[src/rtl/port_ring_tap_mc.sv]
// rtl/port_ring_tap_mc.sv - multicast ring tap: strips own dvec bit, copies to ptx, forwards remainder, injects local rx
// Optional PORT_RING_TAP_RING_PRIO_EN: strict ring priority instead of round-robin at packet boundaries.
module port_ring_tap_mc #(
    parameter int pdp_sz    = 66,
    parameter int num_ports = 4,
    parameter int rdp_sz    = pdp_sz + num_ports,
    parameter int portnum   = 0
) (
    input  logic                 clk,
    input  logic                 reset_n,
    input  logic                 ri_srdy,
    output logic                 ri_drdy,
    input  logic [rdp_sz-1:0]    ri_data,
    input  logic                 prx_srdy,
    output logic                 prx_drdy,
    input  logic [pdp_sz-1:0]    prx_data,
    input  logic                 fli_srdy,
    output logic                 fli_drdy,
    input  logic [num_ports-1:0] fli_data,
    output logic                 ro_srdy,
    input  logic                 ro_drdy,
    output logic [rdp_sz-1:0]    ro_data,
    output logic                 ptx_srdy,
    input  logic                 ptx_drdy,
    output logic [pdp_sz-1:0]    ptx_data,
    output logic                 drop_err
);
    typedef enum logic [2:0] {IDLE, RING, LKUP, LOCAL, LDROP} state_t;

    localparam logic [num_ports-1:0] own = {{(num_ports-1){1'b0}}, 1'b1} << portnum;

    state_t                state;
    logic                  run;
    logic                  ri_v, px_v, fl_v, ro_v, tx_v;
    logic [rdp_sz-1:0]     ri_q, ro_q;
    logic [pdp_sz-1:0]     px_q, tx_q;
    logic [num_ports-1:0]  fl_q, m;
    logic                  c;
`ifndef PORT_RING_TAP_RING_PRIO_EN
    logic                  rr_ring;
`endif

    logic [1:0]            ri_pc, px_pc;
    logic [num_ports-1:0]  ri_dvec, m_eff;
    logic                  c_eff, ro_free, tx_free;
    logic                  ring_req, loc_req, grant_ring, grant_loc, ring_go;
    logic                  ri_pop, px_pop, fl_pop, ro_load, tx_load, drop_now;
    logic [rdp_sz-1:0]     ro_next;

    assign ri_pc   = ri_q[pdp_sz-1:pdp_sz-2];
    assign px_pc   = px_q[pdp_sz-1:pdp_sz-2];
    assign ri_dvec = ri_q[rdp_sz-1:pdp_sz];
    assign ro_free = !ro_v || ro_drdy;
    assign tx_free = !tx_v || ptx_drdy;

    // run gates the ready outputs so they read 0 while reset is held
    assign ri_drdy  = run && (!ri_v || ri_pop);
    assign prx_drdy = run && (!px_v || px_pop);
    assign fli_drdy = run && (!fl_v || fl_pop);
    assign ro_srdy  = ro_v;
    assign ro_data  = ro_q;
    assign ptx_srdy = tx_v;
    assign ptx_data = tx_q;

    always_comb begin
        ri_pop     = 1'b0;
        px_pop     = 1'b0;
        fl_pop     = 1'b0;
        ro_load    = 1'b0;
        tx_load    = 1'b0;
        drop_now   = 1'b0;
        ro_next    = '0;
        grant_ring = 1'b0;
        grant_loc  = 1'b0;
        ring_go    = 1'b0;
        m_eff      = m;
        c_eff      = c;
        ring_req   = ri_v && ri_pc[0];
        loc_req    = px_v && px_pc[0];
        case (state)
            IDLE: begin
                if (ri_v && !ri_pc[0]) begin
                    ri_pop   = 1'b1;
                    drop_now = 1'b1;
                end else if (px_v && !px_pc[0]) begin
                    px_pop   = 1'b1;
                    drop_now = 1'b1;
                end else begin
`ifdef PORT_RING_TAP_RING_PRIO_EN
                    grant_ring = ring_req;
                    grant_loc  = loc_req && !ring_req;
`else
                    grant_ring = ring_req && (!loc_req || rr_ring);
                    grant_loc  = loc_req && (!ring_req || !rr_ring);
`endif
                end
                if (grant_ring) begin
                    m_eff = ri_dvec & ~own;
                    c_eff = ri_dvec[portnum];
                end
            end
            LKUP:  fl_pop = fl_v;
            LOCAL: begin
                if (px_v && ro_free) begin
                    px_pop  = 1'b1;
                    ro_load = 1'b1;
                    ro_next = {m, px_q};
                end
            end
            LDROP: px_pop = px_v;
            default: ;
        endcase
        // ring SOP is forwarded in the grant cycle, keeping ri->ro at two cycles
        if (state == RING || grant_ring) begin
            ring_go = ri_v && (!c_eff || tx_free) && (m_eff == '0 || ro_free);
            if (ring_go) begin
                ri_pop  = 1'b1;
                tx_load = c_eff;
                ro_load = (m_eff != '0);
                ro_next = {m_eff, ri_q[pdp_sz-1:0]};
            end
        end
    end

    always_ff @(posedge clk or negedge reset_n) begin
        if (!reset_n) begin
            state    <= IDLE;
            run      <= 1'b0;
            ri_v     <= 1'b0;
            px_v     <= 1'b0;
            fl_v     <= 1'b0;
            ro_v     <= 1'b0;
            tx_v     <= 1'b0;
            ri_q     <= '0;
            px_q     <= '0;
            fl_q     <= '0;
            ro_q     <= '0;
            tx_q     <= '0;
            m        <= '0;
            c        <= 1'b0;
            drop_err <= 1'b0;
`ifndef PORT_RING_TAP_RING_PRIO_EN
            rr_ring  <= 1'b1;
`endif
        end else begin
            run      <= 1'b1;
            drop_err <= drop_now;
            if (ri_srdy && ri_drdy) begin
                ri_v <= 1'b1;
                ri_q <= ri_data;
            end else if (ri_pop) begin
                ri_v <= 1'b0;
            end
            if (prx_srdy && prx_drdy) begin
                px_v <= 1'b1;
                px_q <= prx_data;
            end else if (px_pop) begin
                px_v <= 1'b0;
            end
            if (fli_srdy && fli_drdy) begin
                fl_v <= 1'b1;
                fl_q <= fli_data;
            end else if (fl_pop) begin
                fl_v <= 1'b0;
            end
            if (ro_load) begin
                ro_v <= 1'b1;
                ro_q <= ro_next;
            end else if (ro_drdy) begin
                ro_v <= 1'b0;
            end
            if (tx_load) begin
                tx_v <= 1'b1;
                tx_q <= ri_q[pdp_sz-1:0];
            end else if (ptx_drdy) begin
                tx_v <= 1'b0;
            end
`ifndef PORT_RING_TAP_RING_PRIO_EN
            if (grant_ring)
                rr_ring <= 1'b0;
            else if (grant_loc)
                rr_ring <= 1'b1;
`endif
            case (state)
                IDLE: begin
                    if (grant_ring) begin
                        m     <= m_eff;
                        c     <= c_eff;
                        state <= (ring_go && ri_pc[1]) ? IDLE : RING;
                    end else if (grant_loc) begin
                        state <= LKUP;
                    end
                end
                RING:  if (ring_go && ri_pc[1]) state <= IDLE;
                LKUP: begin
                    if (fl_v) begin
                        m     <= fl_q & ~own;
                        c     <= 1'b0;
                        state <= ((fl_q & ~own) != '0) ? LOCAL : LDROP;
                    end
                end
                LOCAL, LDROP: if (px_pop && px_pc[1]) state <= IDLE;
                default: state <= IDLE;
            endcase
        end
    end
endmodule

[config.mk]
export PLATFORM = sky130hd
export DESIGN_NAME = port_ring_tap_mc
export DESIGN_NICKNAME = d
export VERILOG_FILES = /design/src/rtl/port_ring_tap_mc.sv
export SDC_FILE = /design/constraint.sdc
export NUM_CORES = 1
export LEC_CHECK = 0
export CAP_MARGIN = 20
export CORE_MARGIN = 2
export CORE_UTILIZATION = 45
export DETAILED_ROUTE_END_ITERATION = 6
export GPL_ROUTABILITY_DRIVEN = 1
export PLACE_DENSITY = 0.76
export SETUP_SLACK_MARGIN = 0.1
export SYNTH_ARGS = -nofsm -noshare
export SYNTH_HDL_FRONTEND = slang
export SYNTH_SLANG_ARGS = --single-unit
[constraint.sdc]
create_clock -name clk -period 2.3 [get_ports clk]
set_input_delay 0.345 -clock clk [delete_from_list [all_inputs] [get_ports clk]]
set_output_delay 0.345 -clock clk [all_outputs]
set_load 0.02 [all_outputs]
After elaboration in Yosys (flattened, before gate mapping)
Cells that the tools add are included.
{ "op_classes": {"n_mux": 58, "n_reduce_logical": 52, "n_eq_ne": 9} }
{ "ops": {"columns": ["op", "count"], "rows": [
  ["$mux W70", 4],
  ["$mux W1", 40],
  ["$mux W3", 6],
  ["$logic_and A1 B1 Y1", 17],
  ["$mux W4", 4],
  ["$reduce_bool A2 Y1", 7],
  ["$pmux W3 S4", 1],
  ["$logic_not A1 Y1", 11],
  ["$logic_or A1 B1 Y1", 10],
  ["$pmux W4 S2", 1],
  ["$reduce_bool A4 Y1", 2],
  ["$eq A3 B2 Y1 const B", 2],
  ["$ne A2 B2 Y1 const B", 3],
  ["$logic_not A4 Y1", 1],
  ["$reduce_and A4 Y1", 1],
  ["$eq A3 B1 Y1 const B", 1],
  ["$eq A3 B3 Y1 const B", 1],
  ["$logic_not A3 Y1", 1],
  ["$ne A3 B3 Y1 const B", 1],
  ["$pmux W1 S3", 1],
  ["$reduce_and A3 Y1", 1],
  ["$ne A2 B1 Y1 const B", 1],
  ["$pmux W1 S2", 1],
  ["$reduce_or A2 Y1", 1]
]} }
{ "totals": {"word_cells": 135, "ff_bits": 292} }

Logic depth before layout (Yosys ltp)
Gate-level depths: netlist of run 1.
{ "logic_depth": {"ltp_word": 19, "mapped_depth": 9, "mapped_depth_nobuf": 5} }

Worst setup path after synthesis of run 1
OpenSTA, ideal clock, no wires.
{ "synth_timing": {"path_type": "register -> register", "startpoint": "reg state[2]", "endpoint": "reg ri_q[0]", "path_buffers": 2, "stages_incl_launch_ff": 8, "required_time_ns": 2.175, "period_less_slack_ns": 2.451, "arrival_time_ns": 2.325, "slack_ns": -0.151, "setup_ns": 0.125, "cell_sequence": "dfrtp_1 > buf_6 > or3_4 > nor3_4 > nor2_2 > o41ai_4 > buf_6 > mux2_4"} }
{ "synth_between": {"elab_chain_cells": 11, "elab_cells_between_ends": 18} }
{ "synth_lines": {"columns": ["item", "line", "source"], "rows": [
  ["start: declaration", "32", "state_t state;"],
  ["start signal: assignment", "189", "state <= (ring_go && ri_pc[1]) ? IDLE : RING;"],
  ["start signal: assignment", "199", "state <= ((fl_q & ~own) != '0) ? LOCAL : LDROP;"],
  ["$logic_not A3 Y1", "80", "case (state)"],
  ["$mux W1", "80", null],
  ["$logic_not A1 Y1", "115", "ring_go = ri_v && (!c_eff || tx_free) && (m_eff == '0 || ro_free);"],
  ["$logic_or A1 B1 Y1", "115", null],
  ["$logic_and A1 B1 Y1 (2 in series)", "115", null],
  ["$mux W1", "116", "if (ring_go) begin"],
  ["$mux W1 *", "114", "if (state == RING || grant_ring) begin"],
  ["$logic_or A1 B1 Y1 *", "57", "assign ri_drdy = run && (!ri_v || ri_pop);"],
  ["$logic_and A1 B1 Y1 *", "57", null],
  ["$logic_and A1 B1 Y1 *", "148", "if (ri_srdy && ri_drdy) begin"],
  ["end signal: assignment", "150", "ri_q <= ri_data;"],
  ["end: declaration", "35", "logic [rdp_sz-1:0] ri_q, ro_q;"]
]} }
Mark *: on every way between the ends. The rest lies on a longest branch, timed or not.
A chain may end at the register's enable or synchronous reset.

Worst setup path after layout of run 1
{ "layout_timing": {"startpoint": "reg rr_ring", "endpoint": "reg tx_q[18] (netlist: ptx_data[18])"} }
{ "layout_between": {"elab_chain_cells": 13, "elab_cells_between_ends": 19} }
{ "layout_lines": {"columns": ["item", "line", "source"], "rows": [
  ["start: declaration", "40", "logic rr_ring;"],
  ["start signal: assignment", "143", "rr_ring <= 1'b1;"],
  ["start signal: assignment", "180", "rr_ring <= 1'b0;"],
  ["start signal: assignment", "182", "rr_ring <= 1'b1;"],
  ["$logic_or A1 B1 Y1 *", "93", "grant_ring = ring_req && (!loc_req || rr_ring);"],
  ["$logic_and A1 B1 Y1 *", "93", null],
  ["$mux W1 *", "85", "end else if (px_v && !px_pc[0]) begin"],
  ["$mux W1 *", "82", "if (ri_v && !ri_pc[0]) begin"],
  ["$mux W1 *", "80", null],
  ["$mux W1", "97", "if (grant_ring) begin"],
  ["$mux W1", "80", null],
  ["$logic_not A1 Y1", "115", null],
  ["$logic_or A1 B1 Y1", "115", null],
  ["$logic_and A1 B1 Y1 (2 in series)", "115", null],
  ["$mux W1", "116", null],
  ["$mux W1 *", "114", null],
  ["end signal: assignment", "174", "tx_q <= ri_q[pdp_sz-1:0];"],
  ["end: declaration", "36", "logic [pdp_sz-1:0] px_q, tx_q;"]
]} }
Mark *: on every way between the ends. The rest lies on a longest branch, timed or not. The select of a mux whose other input is x is not followed.

==> metrics.txt, run 1 <==
# TYPE chip_impl_metric gauge
chip_impl_metric{name="core_area",unit="sq um"} 26900
chip_impl_info{name="crit_chain",value="a21bo_4, nand4_1, and3_4, buf_4, buf_4, nor3_4, buf_6, buf_12, buf_12, clkbuf_16, mux2_4"} 1
chip_impl_metric{name="finish.net_count",unit=""} 1345
chip_impl_info{name="r2r_start",value="rr_ring"} 1
chip_impl_metric{name="critical_path_peak_fanout",unit=""} 5
chip_impl_metric{name="crit_buf_inv",unit=""} 6
chip_impl_info{name="cp-endpoint",value="ptx_data[18]"} 1
chip_impl_metric{name="globalRouteOverflowTotal",unit=""} 0
chip_impl_metric{name="final_hold_viol_count",unit=""} 0
chip_impl_info{name="cts_tree",value="yes"} 1
chip_impl_metric{name="vias_after_detailed_routing",unit=""} 8702
chip_impl_metric{name="timing.final.ws_setup",unit="ps"} -309
chip_impl_metric{name="synthesis.instances",unit=""} 799
chip_impl_info{name="worst_r2r_endpoint",value="ptx_data[18]"} 1
chip_impl_metric{name="timing.critical_path.arrival",unit="ps"} 3040
chip_impl_info{name="failed_checks",value="setup timing"} 1
chip_impl_metric{name="synth_sequential_area_ratio",unit="%"} 59.2
chip_impl_metric{name="ant_nets",unit=""} 0
chip_impl_metric{name="compound_cell_area_share_of_the_yosys_netlist",unit="%"} 7.89
chip_impl_metric{name="grt_pass1_wl",unit="mm"} 54.9
chip_impl_metric{name="drt_pre_antenna_iters",unit=""} 4
chip_impl_metric{name="place_worst_setup_slack",unit="ps"} -349
chip_impl_info{name="cpMaxStageDelayCell",value="sky130_fd_sc_hd__dfstp_2"} 1
chip_impl_metric{name="die_width",unit="microns"} 169
chip_impl_metric{name="maximum_number_of_pins_on_one_net_before_global_route_repair",unit=""} 69
chip_impl_metric{name="worst_path_largest_cell_delay",unit="ps"} 580
chip_impl_info{name="crit_path_end_kind",value="flip-flop"} 1
chip_impl_metric{name="row_count",unit=""} 60
chip_impl_metric{name="r2r_depth",unit=""} 11
chip_impl_metric{name="finalClockSkew",unit="ps"} 8.23
chip_impl_info{name="dominantRegCellSynth",value="sky130_fd_sc_hd__dfrtp_1"} 1
chip_impl_info{name="combinational_family_with_the_most_area_after_synthesis",value="multiplexers"} 1
chip_impl_metric{name="netlist_area",unit="sq um"} 12300
chip_impl_metric{name="drc_errors",unit=""} 0
chip_impl_metric{name="synth_adder_area_share",unit="%"} 0
chip_impl_metric{name="cts_buffer_depth",unit=""} 3
chip_impl_metric{name="area_growth",unit="%"} 51.3
chip_impl_metric{name="htree_levels",unit=""} 1
chip_impl_metric{name="worstPathRequired",unit="ps"} 2730
chip_impl_metric{name="critical_path_depth",unit=""} 11
chip_impl_metric{name="seqPwrFrac",unit="%"} 32.3
chip_impl_metric{name="post_route_clock_period_utilization",unit="%"} 113
chip_impl_metric{name="floorplan.io_pins",unit=""} 289
chip_impl_metric{name="initialDrtViolationCount",unit=""} 530
chip_impl_metric{name="combinationalPowerShare",unit="%"} 50.6
chip_impl_metric{name="fin_total_pwr",unit="mW"} 27.4
chip_impl_metric{name="finish.cell_count_without_fillers",unit=""} 1561
chip_impl_info{name="yosysMostFrequentCell",value="sky130_fd_sc_hd__dfrtp_1"} 1
chip_impl_metric{name="final_core_utilization",unit="%"} 69.2
chip_impl_metric{name="tritoncts.num_buffers",unit=""} 31
chip_impl_metric{name="synth_simple_gate_area_share",unit="%"} 2.99
chip_impl_info{name="ys_top_cells_by_count",value="sky130_fd_sc_hd__dfrtp_1 (290), sky130_fd_sc_hd__mux2_2 (200), sky130_fd_sc_hd__mux2_4 (70), sky130_fd_sc_hd__a32o_1 (65)"} 1
chip_impl_metric{name="p_int",unit="mW"} 18.2
chip_impl_metric{name="netlist.area_leader.share",unit="%"} 59.0
chip_impl_metric{name="synthArstFlopShare",unit="%"} 100
chip_impl_metric{name="grt_antenna_before_repair",unit=""} 5
chip_impl_metric{name="track_usage",unit="%"} 24.6
chip_impl_metric{name="worstMarginPinSlew",unit="ps"} 566
chip_impl_info{name="run_status",value="finished, violations left"} 1
chip_impl_metric{name="syn_nets",unit=""} 946
chip_impl_metric{name="total_of_flip_flops_plus_latches_after_synthesis",unit=""} 291
chip_impl_info{name="cts.root.buffer_cell",value="sky130_fd_sc_hd__clkbuf_16"} 1
chip_impl_info{name="synth_top_cell_by_area",value="sky130_fd_sc_hd__dfrtp_1"} 1
chip_impl_info{name="worstSetupStartpoint",value="rr_ring"} 1
chip_impl_metric{name="power-per-cell-area",unit="nW/um^2"} 1470
chip_impl_metric{name="p_clk_share",unit="%"} 17.1
chip_impl_metric{name="start_util",unit="%"} 45.7
chip_impl_metric{name="vdd_drop_max",unit="mV"} 0.784
chip_impl_metric{name="ff2ff_setup_slack",unit="ps"} -310
chip_impl_metric{name="p_sw_share",unit="%"} 33.7
chip_impl_metric{name="die_y",unit="microns"} 169
chip_impl_metric{name="avgSynthCellArea",unit="sq um"} 15.4
chip_impl_metric{name="finalHoldWorstSlack",unit="ps"} 335
chip_impl_metric{name="synth_mux_area_share",unit="%"} 27.1
chip_impl_metric{name="numPortBuffers",unit=""} 287
chip_impl_metric{name="yosys.cell_types.count",unit=""} 52
chip_impl_metric{name="drive_gt1_share",unit="%"} 39.6
chip_impl_metric{name="power_switching",unit="mW"} 9.25
chip_impl_metric{name="max_freq",unit="MHz"} 383
chip_impl_info{name="critical-path-top-delay-family",value="buffers and inverters"} 1
chip_impl_metric{name="cellLeakagePower",unit="nW"} 8.19
chip_impl_metric{name="finalCriticalPeriod",unit="ps"} 2610
chip_impl_metric{name="dp.final_hpwl",unit="mm"} 22.3
chip_impl_metric{name="post_drt_via_cell_ratio",unit=""} 5.57
chip_impl_metric{name="first_global_vias",unit=""} 9281
chip_impl_metric{name="n_fill_cell",unit=""} 1829
chip_impl_metric{name="gp_congestion",unit=""} 0.830
chip_impl_metric{name="synth-xor-area-share",unit="%"} 0
chip_impl_info{name="hold_class",value="primary input to asynchronous set/reset pin"} 1
chip_impl_metric{name="worst_setup_hold_path_clk_slew",unit="ps"} 60
chip_impl_metric{name="worst_slew_margin_rel",unit="%"} 62.2
chip_impl_metric{name="synth_edf_count",unit=""} 0
chip_impl_info{name="synth_top_cells_by_area",value="sky130_fd_sc_hd__dfrtp_1 (59%), sky130_fd_sc_hd__mux2_2 (18%), sky130_fd_sc_hd__mux2_4 (8.5%)"} 1
chip_impl_metric{name="maxCapViolCount",unit=""} 0
chip_impl_metric{name="postRouteWirelength",unit="mm"} 36.6
chip_impl_metric{name="ys.warnings.count",unit=""} 0
chip_impl_metric{name="cts.sinks",unit=""} 291
chip_impl_info{name="path_class",value="flip-flop to flip-flop"} 1
chip_impl_metric{name="report.final.setup_viol",unit=""} 205
chip_impl_metric{name="avgRoutedWirePerCell",unit="microns"} 23.5
chip_impl_info{name="grt_setup_unrepaired",value="yes"} 1
chip_impl_metric{name="clkLatencyLatePin",unit="ps"} 560
chip_impl_info{name="worstSetupStartpointType",value="flip-flop"} 1
chip_impl_metric{name="dieArea",unit="sq um"} 28700
chip_impl_metric{name="final_slew_viol_count",unit=""} 0
chip_impl_metric{name="dp_cells",unit=""} 1458
## per-stage QoR
stage                     setup TNS, ps  area [sq um]
after detailed placement         -58650         16300
after floorplan                   -4290         12300
after global placement           -52860         16300
after CTS                        -23800         18100
final                            -37210         18600
after global routing             -52990         18600
## cell usage in the layout, fill, tap and decap left out, types with 4 or more instances in the layout
cell                              Yosys  layout
sky130_fd_sc_hd__inv_1                6       6
sky130_fd_sc_hd__dfrtp_1            290     290
sky130_fd_sc_hd__a31oi_1              4       4
sky130_fd_sc_hd__clkbuf_1            17      10
sky130_fd_sc_hd__buf_16               0       7
sky130_fd_sc_hd__nand2_1             11      11
sky130_fd_sc_hd__a221o_1              4       4
sky130_fd_sc_hd__buf_6                8      19
sky130_fd_sc_hd__nor2b_1              4       4
sky130_fd_sc_hd__nor2_1              14      13
sky130_fd_sc_hd__buf_4                8      63
sky130_fd_sc_hd__buf_8                0       7
sky130_fd_sc_hd__clkbuf_16            0      37
sky130_fd_sc_hd__clkdlybuf4s50_1      0     283
sky130_fd_sc_hd__nand3_1              7       4
sky130_fd_sc_hd__clkbuf_8             0       5
sky130_fd_sc_hd__nor3_1               8       7
sky130_fd_sc_hd__buf_12               0      34
sky130_fd_sc_hd__diode_2              0       5
sky130_fd_sc_hd__mux2_4              70     172
sky130_fd_sc_hd__a32o_1              65      65
sky130_fd_sc_hd__o21ai_0              9       7
sky130_fd_sc_hd__mux2_2             200      98
## worst reg2reg max path, delay by kind of cell, from the launching register on
kind            cells  cell delay [ps]
flops               1              580
compound gates      1              160
simple gates        3              590
mux                 1              310
buf+inv             6              850
## cells by family after synthesis
| family | count (synthesis) |
|---|---|
| simple gates | 67 |
| mux | 273 |
| flops | 291 |
| compound gates | 107 |
| buf+inv | 60 |
| other cells | 1 |
## registers in the layout, summed over array words and instances, names as in the netlist, 3 cells and up
| name | flops |
|---|---|
| m | 4 |
| ri_q | 70 |
| state | 3 |
| ro_data | 70 |
| px_q | 66 |
| ptx_data | 66 |
| fl_q | 3 |
## repair_timing
item,4_1_cts,5_1_grt
buffers inserted,19,17
resized for setup,138,46
gates cloned,7,6
pin swaps,9,11
setup endpoints to repair,204,240
endpoints found under the hold margin,59,0
hold buffers,1,0
## how the worst min path moves through the flow
stage                     startpoint            to  slack, ps  depth (start not counted)
after floorplan              reset_n             c         50                          0
after global placement       reset_n  ptx_data[54]        350                          1
after detailed placement     reset_n  ptx_data[53]        350                          1
after CTS                    reset_n  ptx_data[53]        350                          2
after global routing         reset_n      ri_q[53]        370                          2
final                        reset_n  ptx_data[53]        330                          2
## final cells by class
class                   count  area, sq um  share of cell area [%]
diodes                      5         12.5                  0.0673
clock buffers              46          882                    4.74
clock inverters             4         48.8                   0.262
inverters                   6         22.5                   0.121
multi-input cells         448         5270                    28.3
flip-flops and latches    291         7280                    39.2
well taps                 341          427                    2.29
repair buffers            420         4660                    25.0
## power groups by stage
stage	clock, mW	combinational, mW	sequential (mW)
after floorplan	0	5.64	9.46
after global placement	0	11.0	8.70
after detailed placement	0	11.2	8.81
after CTS	4.77	13.2	8.80
after global routing	5.00	14.6	9.14
final	4.69	13.9	8.87
## metal layers
metal | wire length (microns) | GRT usage [%] | vias to the layer above
met4 | 1330 | 9.25 | 0
li1 | - | - | 3774
met5 | 0 | 0 | -
met3 | 2460 | 5.76 | 82
met1 | 15000 | 32.2 | 4534
met2 | 17800 | 40.0 | 312
No activity file was read; power rests on OpenSTA's default activity.
==> run 2, diff against run 1 <==
- GPL_TIMING_DRIVEN: not set -> 0
- PLACE_DENSITY: 0.76 -> 0.79
==> run 2 against run 1 <==
The flow still finishes with violations (setup timing). Setup slack worse by 69 ps. First-iteration DRC count down 0.94%. Sequential cell count unchanged. Clock skew up 4.4 ps. Design area rose by 1.9%. Largest cell class unchanged. Highest routed layer unchanged.
==> metrics.txt, run 2 (same netlist as run 1, synthesis figures left out) <==
# TYPE chip_impl_metric gauge
chip_impl_info{name="run_status",value="finished, violations left"} 1
chip_impl_info{name="failed_checks",value="setup timing"} 1
chip_impl_metric{name="avgRoutedWirePerCell",unit="microns"} 23.3
chip_impl_metric{name="first_global_vias",unit=""} 9327
chip_impl_info{name="cts_tree",value="yes"} 1
chip_impl_metric{name="drt_pre_antenna_iters",unit=""} 5
chip_impl_info{name="worstSetupStartpointType",value="flip-flop"} 1
chip_impl_info{name="cts.root.buffer_cell",value="sky130_fd_sc_hd__clkbuf_16"} 1
chip_impl_info{name="path_class",value="flip-flop to flip-flop"} 1
chip_impl_metric{name="dp_cells",unit=""} 1429
chip_impl_metric{name="vdd_drop_max",unit="mV"} 0.777
chip_impl_metric{name="maximum_number_of_pins_on_one_net_before_global_route_repair",unit=""} 121
chip_impl_metric{name="cts.sinks",unit=""} 291
chip_impl_metric{name="maxCapViolCount",unit=""} 0
chip_impl_metric{name="finalCriticalPeriod",unit="ps"} 2680
chip_impl_metric{name="numPortBuffers",unit=""} 287
chip_impl_metric{name="floorplan.io_pins",unit=""} 289
chip_impl_metric{name="initialDrtViolationCount",unit=""} 525
chip_impl_metric{name="grt_pass1_wl",unit="mm"} 56.0
chip_impl_metric{name="ant_nets",unit=""} 0
chip_impl_metric{name="final_core_utilization",unit="%"} 70.5
chip_impl_metric{name="final_hold_viol_count",unit=""} 0
chip_impl_metric{name="area_growth",unit="%"} 54.1
chip_impl_metric{name="dp.final_hpwl",unit="mm"} 22.3
chip_impl_metric{name="timing.critical_path.arrival",unit="ps"} 3120
chip_impl_info{name="grt_setup_unrepaired",value="yes"} 1
chip_impl_info{name="crit_path_end_kind",value="flip-flop"} 1
chip_impl_metric{name="tritoncts.num_buffers",unit=""} 31
chip_impl_metric{name="dieArea",unit="sq um"} 28700
chip_impl_metric{name="worst_path_largest_cell_delay",unit="ps"} 450
chip_impl_metric{name="track_usage",unit="%"} 25.2
chip_impl_metric{name="htree_levels",unit=""} 1
chip_impl_metric{name="report.final.setup_viol",unit=""} 252
chip_impl_metric{name="gp_congestion",unit=""} 0.873
chip_impl_metric{name="clkLatencyLatePin",unit="ps"} 560
chip_impl_metric{name="finalHoldWorstSlack",unit="ps"} 301
chip_impl_metric{name="worst_slew_margin_rel",unit="%"} 55.6
chip_impl_metric{name="finish.net_count",unit=""} 1355
chip_impl_metric{name="globalRouteOverflowTotal",unit=""} 0
chip_impl_metric{name="postPlaceCellArea",unit="sq um"} 15700
chip_impl_metric{name="worst_setup_hold_path_clk_slew",unit="ps"} 60
chip_impl_metric{name="core_area",unit="sq um"} 26900
chip_impl_info{name="layout.cells.most_common_list",value="sky130_fd_sc_hd__dfrtp_1 (286), sky130_fd_sc_hd__clkdlybuf4s50_1 (283), sky130_fd_sc_hd__mux2_4 (162)"} 1
chip_impl_metric{name="place_worst_setup_slack",unit="ps"} -1080
chip_impl_metric{name="row_count",unit=""} 60
chip_impl_metric{name="max_freq",unit="MHz"} 373
chip_impl_metric{name="cts_buffer_depth",unit=""} 3
chip_impl_metric{name="timing.final.ws_setup",unit="ps"} -378
chip_impl_metric{name="worstMarginPinSlew",unit="ps"} 667
chip_impl_metric{name="post_drt_via_cell_ratio",unit=""} 5.55
chip_impl_metric{name="vias_after_detailed_routing",unit=""} 8734
chip_impl_metric{name="worstPathRequired",unit="ps"} 2740
chip_impl_metric{name="finish.cell_count_without_fillers",unit=""} 1574
chip_impl_info{name="cpMaxStageDelayCell",value="sky130_fd_sc_hd__or3_4"} 1
chip_impl_metric{name="postRouteWirelength",unit="mm"} 36.7
chip_impl_info{name="critical-path-top-delay-family",value="buffers and inverters"} 1
chip_impl_metric{name="drive_gt1_share",unit="%"} 40.9
chip_impl_info{name="timing.critical_path.mode_cell",value="sky130_fd_sc_hd__buf_6"} 1
chip_impl_metric{name="start_util",unit="%"} 45.7
chip_impl_metric{name="final_slew_viol_count",unit=""} 0
chip_impl_metric{name="power-per-cell-area",unit="nW/um^2"} 1470
chip_impl_metric{name="die_y",unit="microns"} 169
chip_impl_metric{name="fin_total_pwr",unit="mW"} 27.9
chip_impl_info{name="hold_class",value="primary input to asynchronous set/reset pin"} 1
chip_impl_metric{name="fin_area",unit="sq um"} 18900
chip_impl_metric{name="die_width",unit="microns"} 169
chip_impl_metric{name="finalClockSkew",unit="ps"} 12.7
chip_impl_metric{name="grt_antenna_before_repair",unit=""} 3
chip_impl_metric{name="post_route_clock_period_utilization",unit="%"} 116
chip_impl_info{name="most_common_cell_after_layout_fill_and_taps_aside",value="sky130_fd_sc_hd__dfrtp_1"} 1
chip_impl_metric{name="critical_path_peak_fanout",unit=""} 7
chip_impl_metric{name="crit_buf_inv",unit=""} 7
chip_impl_metric{name="totalNegativeSetupSlack",unit="ps"} -61980
chip_impl_metric{name="drc_errors",unit=""} 0
chip_impl_info{name="crit_chain",value="or3_4, o31ai_4, and3_4, buf_6, buf_6, buf_6, nor3_4, buf_6, buf_12, buf_12, buf_16, mux2_4"} 1
chip_impl_metric{name="cellLeakagePower",unit="nW"} 8.36
-- run 2: changes by cell type in the layout (fill, tap and decap cells not counted), moves of 7 or more --
cell / previous run / this run
sky130_fd_sc_hd__clkbuf_2: 0 / 7
sky130_fd_sc_hd__buf_6: 19 / 29
sky130_fd_sc_hd__buf_4: 63 / 36
sky130_fd_sc_hd__mux2_4: 172 / 162
sky130_fd_sc_hd__clkbuf_8: 5 / 12
sky130_fd_sc_hd__mux2_2: 98 / 108
-- run 2: final cells by class --
| class | instances | area [sq um] |
|---|---|---|
| flip-flops and latches | 291 | 7290 |
| well taps | 341 | 427 |
| clock buffers | 43 | 901 |
| fillers | 1759 | 7930 |
| plain buffers | 52 | 709 |
| multi-input cells | 448 | 5280 |
| clock inverters | 12 | 143 |
| diodes | 3 | 7.51 |
| repair buffers | 378 | 4170 |
| inverters | 6 | 22.5 |
-- run 2: final timing paths --
check,from,slack (ps),cells past startpoint,to
max reg2reg,state[1],-380,12,ptx_data[47]
min,reset_n,300,2,ptx_data[53]
min in group clk,ri_data[17],400,2,ri_q[17]
max,state[1],-380,12,ptx_data[47]
min reg2reg,ptx_data[12],500,1,ptx_data[12]
max in group asynchronous,reset_n,1040,3,state[1]
-- run 2: metal layers --
layer  up-vias  GRT usage, %  share of wire (%)
li1       3799             -                  -
met1      4537          34.0                 42
met2       329          41.2                 48
met3        69          5.34                6.9
met4         0          7.28                2.8
met5         -             0                  0
-- run 2: power by group --
group          internal [mW]  switching, mW
clock                   3.05           2.03
combinational           8.14           5.74
sequential              7.36           1.61
total                   18.5           9.39
-- run 2: repair_timing --
item / 4_1_cts / 5_1_grt
cloned: 18 / 3
pin swaps: 74 / 4
setup buffers: 56 / 18
resized for setup: 273 / 69
setup endpoints to repair: 275 / 253
endpoints found under the hold margin: 53 / 0
hold buffers: 1 / 0
